`config.mk`:
```
export PLATFORM = sky130hd
export DESIGN_NAME = sram_port_arbiter
export DESIGN_NICKNAME = d
export VERILOG_FILES = /design/src/rtl/sram_port_arbiter.sv
export SDC_FILE = /design/constraint.sdc
export NUM_CORES = 1
export LEC_CHECK = 0
export ABC_AREA = 1
export CAP_MARGIN = 20
export CORE_AREA = 3 3 284 286
export DETAILED_ROUTE_END_ITERATION = 10
export DIE_AREA = 0 0 287 289
export MAX_ROUTING_LAYER = met4
export SLEW_MARGIN = 20
export SYNTH_ARGS = -nofsm -noshare
export SYNTH_HDL_FRONTEND = slang
export SYNTH_SLANG_ARGS = --single-unit
```
`constraint.sdc`:
```
create_clock -name clk -period 16.1 [get_ports clk]
set_input_delay 3.22 -clock clk [delete_from_list [all_inputs] [get_ports clk]]
set_output_delay 3.22 -clock clk [all_outputs]
set_load 0.03 [all_outputs]
```
`src/rtl/sram_port_arbiter.sv`:
```
// Round-robin arbiter sharing one 1R1W synchronous SRAM between two readers and two writers.
// Read data is captured into a credit-protected response FIFO tagged with the requester ID.
module sram_port_arbiter #(
    parameter int DATA_WIDTH = 128,
    parameter int ADDR_WIDTH = 12,
    parameter int RESP_DEPTH = 2
) (
    input  logic                  clk,
    input  logic                  rst,
    input  logic                  rd0_req,
    input  logic [ADDR_WIDTH-1:0] rd0_addr,
    output logic                  rd0_gnt,
    input  logic                  rd1_req,
    input  logic [ADDR_WIDTH-1:0] rd1_addr,
    output logic                  rd1_gnt,
    input  logic                  wr0_req,
    input  logic [ADDR_WIDTH-1:0] wr0_addr,
    input  logic [DATA_WIDTH-1:0] wr0_data,
    output logic                  wr0_gnt,
    input  logic                  wr1_req,
    input  logic [ADDR_WIDTH-1:0] wr1_addr,
    input  logic [DATA_WIDTH-1:0] wr1_data,
    output logic                  wr1_gnt,
    output logic                  rsp_valid,
    input  logic                  rsp_ready,
    output logic                  rsp_id,
    output logic [DATA_WIDTH-1:0] rsp_data,
    output logic                  sram_re,
    output logic [ADDR_WIDTH-1:0] sram_radr,
    output logic                  sram_we,
    output logic [ADDR_WIDTH-1:0] sram_wadr,
    output logic [DATA_WIDTH-1:0] sram_d,
    input  logic [DATA_WIDTH-1:0] sram_q
);

    localparam int PW = (RESP_DEPTH > 1) ? $clog2(RESP_DEPTH) : 1;
    localparam int CW = $clog2(RESP_DEPTH) + 2;
    localparam logic [CW-1:0] DEPTH_C = CW'(RESP_DEPTH);

    logic                  wrPtr_q, wrPtr_d;
    logic                  rdPtr_q, rdPtr_d;
    logic                  inflight_q, inflightId_q;
    logic [PW-1:0]         head_q, tail_q;
    logic [CW-1:0]         count_q;
    logic [CW-1:0]         occupancy;
    logic [DATA_WIDTH-1:0] fifoData_q [RESP_DEPTH];
    logic                  fifoId_q   [RESP_DEPTH];

    logic                  wrPick1, rdPick1;
    logic                  rdHazard, creditOk, rdIssue;
    logic                  push, pop;
    logic [ADDR_WIDTH-1:0] rdAddr;

    always_comb begin
        wrPick1   = wr1_req & (~wr0_req | wrPtr_q);
        wr0_gnt   = ~rst & wr0_req & ~wrPick1;
        wr1_gnt   = ~rst & wrPick1;
        sram_we   = wr0_gnt | wr1_gnt;
        sram_wadr = wrPick1 ? wr1_addr : wr0_addr;
        sram_d    = wrPick1 ? wr1_data : wr0_data;
        wrPtr_d   = (wr0_req & wr1_req) ? ~wrPtr_q : wrPtr_q;
    end

    always_comb begin
        rsp_valid = ~rst & (count_q != '0);
        pop       = rsp_valid & rsp_ready;
        push      = inflight_q;
        rsp_id    = rsp_valid ? fifoId_q[head_q] : 1'b0;
        rsp_data  = rsp_valid ? fifoData_q[head_q] : '0;
    end

    // A read colliding with this cycle's write is held back so it sees the new data next cycle.
    always_comb begin
        rdPick1   = rd1_req & (~rd0_req | rdPtr_q);
        rdAddr    = rdPick1 ? rd1_addr : rd0_addr;
        rdHazard  = sram_we & (rdAddr == sram_wadr);
        occupancy = count_q + CW'(inflight_q) - CW'(pop);
        creditOk  = occupancy < DEPTH_C;
        rdIssue   = ~rst & (rd0_req | rd1_req) & ~rdHazard & creditOk;
        rd0_gnt   = rdIssue & ~rdPick1;
        rd1_gnt   = rdIssue & rdPick1;
        sram_re   = rdIssue;
        sram_radr = rdAddr;
        rdPtr_d   = (rdIssue & rd0_req & rd1_req) ? ~rdPtr_q : rdPtr_q;
    end

    always_ff @(posedge clk) begin
        if (rst) begin
            wrPtr_q      <= 1'b0;
            rdPtr_q      <= 1'b0;
            inflight_q   <= 1'b0;
            inflightId_q <= 1'b0;
            head_q       <= '0;
            tail_q       <= '0;
            count_q      <= '0;
        end else begin
            wrPtr_q      <= wrPtr_d;
            rdPtr_q      <= rdPtr_d;
            inflight_q   <= rdIssue;
            inflightId_q <= rdPick1;
            if (push) begin
                tail_q <= tail_q + PW'(1);
            end
            if (pop) begin
                head_q <= head_q + PW'(1);
            end
            count_q <= count_q + CW'(push) - CW'(pop);
        end
    end

    // sram_q is only valid the cycle after sram_re, so it is captured right then.
    always_ff @(posedge clk) begin
        if (!rst && push) begin
            fifoData_q[tail_q] <= sram_q;
            fifoId_q[tail_q]   <= inflightId_q;
        end
    end

endmodule

```
# Word-level counts from Yosys, hierarchy flattened
# Memory sizes are Yosys's and may differ from the RTL's. A register that Yosys moved wholly into a read port is not among the register bits.
# Index checks and enable logic that the tools add are counted.
# op_classes
addsub	4
mul	0
div	0
order_cmp	1
eq_ne	1
n_shift	0
n_mux	11
n_bitwise	28
n_reduce_logical	3
# ops
operator	count
$mux 128	2
$mux 12	2
$and 1x1->1	16
$eq 12x12->1	1
$not 1->1	8
$mux 1	7
$or 1x1->1	4
$add 3x1->3	1
$lt 3x2->1 const B	1
$reduce_bool 3->1	1
$sub 3x1->3	1
$add 1x1->1 const B	2
$logic_and 1x1->1	1
$logic_not 1->1	1
# totals
reg_bits	9
latchBits	0
ram_bits	258
romBits	0
inputBits	439
output_inout_bits	288
elab_cells	57
memories	2
# memory_table
memory	depth	word_bits	rd	rd_ports_with_merged_regs	wr	line	text
fifoData_q	2	128	1	1	1	46	logic [DATA_WIDTH-1:0] fifoData_q [RESP_DEPTH];
fifoId_q	2	1	1	1	1	47	logic fifoId_q [RESP_DEPTH];

# Logic depth before layout (Yosys ltp)
# Gate-level depths: netlist (run 1).
# logic_depth
word_depth	12
ltp_mapped	16
mapped_depth_nobuf	16

# Worst setup path before layout (run 1)
# Ideal clock, no wire load.
# synth_path
kind	input to register
start	input port rst
end	memory fifoData_q[1][0] (enable)
setup_time_ps	777
arrival_time_ps	12122
required_ps	15323
setup_slack_ps	3201
path_stages	1
path_buffers	0
path_cell_list	nor3_1
# synth_between
elab_chain_len	4
# synth_rtl
element	line	text
start, declared	9	input logic rst,
$logic_not 1->1	113	if (!rst && push) begin
$logic_and 1x1->1	113	
$mux 1	113	
$mux 1 (implied by the code)	114	fifoData_q[tail_q] <= sram_q;
end, declared	46	
# No other way between the ends.

# Final worst setup path (run 1)
# layout_path
start	input port rst
end	output port rd1_gnt
# layout_between
elab_cells_between_ends	15
classes_between	add/sub: 1; order compare: 1; bitwise: 13
# layout_rtl
element	line	text
$not 1->1	65	rsp_valid = ~rst & (count_q != '0);
$and 1x1->1	65	
$and 1x1->1	66	pop = rsp_valid & rsp_ready;
net pop	51	logic push, pop;
$sub 3x1->3	77	occupancy = count_q + CW'(inflight_q) - CW'(pop);
$lt 3x2->1	78	creditOk = occupancy < DEPTH_C;
$and 1x1->1	79	rdIssue = ~rst & (rd0_req | rd1_req) & ~rdHazard & creditOk;
$and 1x1->1	81	rd1_gnt = rdIssue & rdPick1;
end, declared	15	output logic rd1_gnt,
# The timed path passes the listed nets, and every way through them passes these cells.

==> results of run 1 <==
==> cell usage in the layout (no fill, tap or decap), types with 2 or more instances in the layout <==
cell,count
nand2_1,743
clkdlybuf4s50_1,726
edfxtp_1,258
a21oi_1,131
inv_1,44
clkbuf_16,29
nand3_1,23
diode_2,20
nor2_1,17
nand2_2,15
nand3b_1,14
buf_4,10
dfxtp_1,9
clkbuf_1,6
inv_2,5
clkinv_1,5
bufinv_16,4
clkinv_2,4
nand2_4,3
nand4_1,3
o21ai_0,3
xor2_1,3
inv_4,2
nor3_1,2
ha_1,2
inv_6,2
==> logic make-up (layout without fill, tap and decap cells) <==
logic type	count (synthesis)	in the layout
and+or+nand+nor	824	824
DFF	268	268
AOI/OAI and AO/OA	137	137
buffers and inverters	132	841
adders and majority gates	3	3
xor gates and xnor gates	3	3
other	0	20
==> worst paths after layout <==
check	startpoint	end	slack, ns	cells past startpoint
max	rst	rd1_gnt	5.67	16
min	inflightId_q	fifoId_q[0]	0.43	0
max reg2reg	inflight_q	fifoData_q[0][35]	13.03	4
min reg2reg	inflightId_q	fifoId_q[0]	0.43	0
==> sequential cells by signal, summed over array words and instances (netlist names), named ones only <==
name          flops
tail_q            1
inflightId_q      1
fifoData_q      256
fifoId_q          2
wrPtr_q           1
rdPtr_q           1
inflight_q        1
head_q            1
count_q           3
==> where the power goes <==
| part | switching, uW | leakage, uW | internal, uW |
|---|---|---|---|
| registers | 28.5 | 0.00242 | 833 |
| clock network | 278 | 0.000468 | 397 |
| logic | 629 | 0.00549 | 368 |
| total | 935 | 0.00838 | 1600 |
==> layout make-up <==
class | count | area [sq um]
clock inverters | 18 | 213
diodes | 20 | 50.0
inverters | 51 | 196
repair buffers | 737 | 7360
multi-input cells | 967 | 4060
flip-flops and latches | 268 | 7950
fillers | 8333 | 56700
well taps | 1050 | 1310
clock buffers | 35 | 748
==> worst reg2reg max path, stage by stage, from the launching register on <==
cell	delay, ns
dfxtp_1	0.39
nand2_1	0.13
nor2_4	0.49
buf_4	0.77
buf_4	0.85
==> per-layer routing <==
layer / share of wire / up-vias / wire, um
met4: 0.021 / 0 / 1640
li1: - / 5864 / -
met1: 0.43 / 5822 / 32800
met5: 0 / - / 0
met2: 0.48 / 547 / 36600
met3: 0.071 / 72 / 5430
==> per-stage QoR <==
stage | util | std cells
after floorplan | - | 1367
after global placement | 0.266 | 3073
after detailed placement | 0.266 | 3073
after CTS | 0.278 | 3126
after global routing | 0.278 | 3143
final | 0.279 | 3146
==> flow_summary.toml, run 1 <==
[clocking]
clk_pin_slew_ns = 0.06
clk_latency_ns = 0.57
cts_buffers = 29
clkSinkCount = 268
cts_root_buf = "clkbuf_16"
post_cts_resize_count = 0
cts_tree = "yes"
cts.path.max_buffers = 3
cts_post_setup_buffers_inserted = 0
holdBufCountCts = 0
ctsHtreeMaxLevel = 1

[grt]
use_met1 = 0.222
first_global_vias = 12000
grt_max_degree = 126
met2_usage = 0.286
gr-usage-all-layers = 0.178
grt_pass1_wl_um = 98000
antenna_found_initial = 30
gr-max-usage-layer = "met2"
met3_usage = 0.0427
grt_overflow = 0

[placed_design]
gp_congestion = 0.986
place_area_sq_um = 20900
dp_hpwl_um = 61900
pre_cts_ws_ns = 5.66
io_buffers = 726

[synthesis]
yosysTopAreaCell = "edfxtp_1"
synth_flop_cell = "edfxtp_1"
ys_types = 28
synthTopCellsByCount = "nand2_1, edfxtp_1, a21oi_1"
synth.area.mux_share = 0
synth.top_cells.by_area = "edfxtp_1, nand2_1, a21oi_1"
avgSynthCellArea_sq_um = 9.18
synth_edf_count = 258
syn_area_sq_um = 12500
yosys.area_share.adder = 0.00359
ys_seq_area_frac = 0.633
async_flop_share = 0
synth_top_family_by_area = "simple AND/OR/NAND/NOR gates"
yosys.area_share.simple = 0.260
synth_top_area_share = 0.617
yosysMostFrequentCell = "nand2_1"
ys_ff_latch = 268
synth_nets = 1809
ys.warnings.count = 0
synthXorXnorAreaFrac = 0.00209
syn_inst = 1367
synth_compound_area_frac = 0.0557

[sta]
max-slew-margin-rel = 0.199
fin_ws_ns = 5.67
rsz0062_at_grt = "false"
drv_slew = 0
tns_ns = 0
setup_viol = 0
max_freq_ghz = 0.0959
skew_ns = 0.0231
finalHoldViolCount = 0
min_period_ns = 10.43
whs_ns = 0.433
post-route-period-util = 0.648
worstMarginPinSlew_ns = 1.20

[worst_setup_path]
path_cells = "clkdlybuf4s50_1, inv_1, o31ai_4, inv_1, nand2_1, inv_1, ha_1, inv_1, ha_1, fa_1, xor2_1, xor2_1, nor3_1, nand2_1, nor2_1, clkdlybuf4s50_1"
max_stage_delay_ns = 0.90
path_max_fanout = 14
path_class = "input port to output port"
cp_slowest_cell = "clkdlybuf4s50_1"
crit_top_cell = "inv_1"
worst_ep_required_time_ns = 12.88
cp_top_family = "buffers and inverters"
path_buf_inv = 6
setup.worst_path.end_class = "output port"
critPathLaunchType = "input port"
worst_ep_arrival_time_ns = 7.21

[floorplan]
die_area_sq_um = 82900
num_rows = 103
io-pin-count = 727
coreArea_sq_um = 78600
start_util = 0.160
die_h_um = 289
die_x_um = 287

[power_and_ir_drop]
peakVddDrop_uv = 80.0
power_leakage_uw = 0.00838
power_density_nw_per_um2 = 116
total_power_uw = 2530

[run]
drv_cap = 0

[detailed_routing]
vias = 12300
drtIter0Drc = 748
wirelength_um = 76500
via_per_inst = 3.91
post_drt_wl_per_cell_um = 24.3
ant_nets = 0
dr.pass1.iters = 5
drc = 0

[cells_and_area]
area_growth_pct = 74.5
layout-drive-gt1-share = 0.0409
finalInstanceArea_sq_um = 21900
fin_nets = 2496

[worst_hold_path]
hp-class = "register to register"

[run_status]
outcome = "completed"
(Power assumes the default switching activity.)
==> inputs of run 2 (changes only) <==
Settings changed: CORE_AREA 3 3 284 286 to 3 3 283 285, DIE_AREA 0 0 287 289 to 0 0 286 288.
Clock period 16.1 ns to 8.5 ns, I/O delays scaled along.
==> flow_summary.toml, run 2 (synthesis gave the netlist of run 1 again) <==
[worst_setup_path]
worst_ep_required_time_ns = 6.80
critPathLaunchType = "input port"
path_max_fanout = 14
setup.worst_path.end_class = "output port"
worst_ep_arrival_time_ns = 5.26
path_class = "input port to output port"

[detailed_routing]
via_per_inst = 3.93
post_drt_wl_per_cell_um = 23.7
drc = 0
wirelength_um = 74100
ant_nets = 0
drtIter0Drc = 730
vias = 12300
dr.pass1.iters = 5

[sta]
fin_ws_ns = 1.54
tns_ns = 0
rsz0062_at_grt = "false"
setup_viol = 0
drv_slew = 0
finalHoldViolCount = 0
min_period_ns = 6.96
max-slew-margin-rel = 0.313
post-route-period-util = 0.819
max_freq_ghz = 0.144
skew_ns = 0.0394
worstMarginPinSlew_ns = 1.03

[clocking]
ctsHtreeMaxLevel = 1
cts_buffers = 29
post_cts_resize_count = 0
clk_latency_ns = 0.58
cts_post_setup_buffers_inserted = 0
cts_tree = "yes"
clkSinkCount = 268
clk_pin_slew_ns = 0.05
cts.path.max_buffers = 3
cts_root_buf = "clkbuf_16"
holdBufCountCts = 0

[power_and_ir_drop]
p_clk_frac = 0.254
swShare = 0.369
power_leakage_uw = 0.00838
peakVddDrop_uv = 167
switchingPower_uw = 1730
p_int_uw = 2960
power_density_nw_per_um2 = 215
combPwrFrac = 0.404
total_power_uw = 4700
p_seq_frac = 0.342

[cells_and_area]
fin_nets = 2501
finalInstanceArea_sq_um = 21800
regMostFlops = "fifoData_q"
ff_latch_area_sq_um = 7950
area_growth_pct = 74.0
layout_commonest_cell = "nand2_1"
largest_reg_flops = 256
layout-drive-gt1-share = 0.0419
final_cell_mix = "nand2_1, clkdlybuf4s50_1, edfxtp_1"
largestRegisters = "fifoData_q: 256 flops, count_q: 3 flops, fifoId_q: 2 flops"
multi_input_area_sq_um = 4070
fillers = 8266

[grt]
grt_max_degree = 125
gr-max-usage-layer = "met2"
first_global_vias = 12000
gr-usage-all-layers = 0.174
met2_usage = 0.286
grt_pass1_wl_um = 96900
met3_usage = 0.0424
grt_overflow = 0
use_met1 = 0.215
antenna_found_initial = 13

[floorplan]
num_rows = 102
io-pin-count = 727
die_area_sq_um = 82400
coreArea_sq_um = 77600
die_h_um = 288
die_x_um = 286
start_util = 0.162

[placed_design]
place_area_sq_um = 20900
gp_congestion = 1.04
pre_cts_ws_ns = 1.52
dp_hpwl_um = 60000
io_buffers = 726

[run]
drv_cap = 0

[worst_hold_path]
hp-class = "register to register"

[run_status]
outcome = "completed"
-- run 2: changes by cell type in the layout (fill, tap and decap cells not counted), sizes merged, moves of 2 or more --
cell	previous run	this run
buf	11	16
diode	20	9
inv	54	52
bufinv	4	2
-- run 2: area by class of cell --
class,count,share of cell area
Sequential cell,268,0.364
Multi-Input combinational cell,967,0.186
Clock inverter,14,0.00619
Antenna cell,9,0.00103
Inverter,51,0.00900
Clock buffer,36,0.0344
Timing Repair Buffer,742,0.339
Tap cell,1040,0.0596
-- run 2: worst paths after layout --
check	startpoint	endpoint	slack [ns]	cells after the start
worst max-delay path	rst	rd0_gnt	1.54	17
worst min-delay path	inflightId_q	fifoId_q[1]	0.43	0
worst max register to register	count_q[1]	rdPtr_q	5.84	15
worst min register to register	inflightId_q	fifoId_q[1]	0.43	0
-- run 2: worst max-delay path, cell delays in order --
cell and delay [ns]:
clkdlybuf4s50_1 0.46, buf_4 0.22, inv_1 0.12, o31ai_4 0.07
inv_1 0.08, nand2_1 0.09, inv_1 0.06, ha_1 0.26
inv_1 0.04, ha_1 0.19, fa_1 0.40, xor2_1 0.16
xor2_1 0.16, nor3_1 0.26, nand2_1 0.18, nor2_1 0.12
clkdlybuf4s50_1 0.67
-- run 2: layer usage --
layer	wire length (um)	vias up
met5	0	-
met4	1950	0
met1	30900	5789
li1	-	5854
met2	35500	545
met3	5730	87
-- run 2: power groups by stage --
stage | combinational [uW] | clock, uW | sequential (uW)
6_report | 1900 | 1190 | 1610
2_1_floorplan | 963 | 0 | 1650
4_1_cts | 1930 | 1240 | 1610
5_1_grt | 2020 | 1290 | 1610
3_3_place_gp | 1930 | 0 | 1630
3_5_place_dp | 1920 | 0 | 1630
-- run 2: per-stage QoR --
stage	instances	hold slack, ns	util
final	3127	0.427	0.281
after global routing	3127	0.456	0.281
after CTS	3118	0.431	0.281
after detailed placement	3068	0.418	0.270
after global placement	3068	0.411	0.270
after floorplan	1367	0.404	-
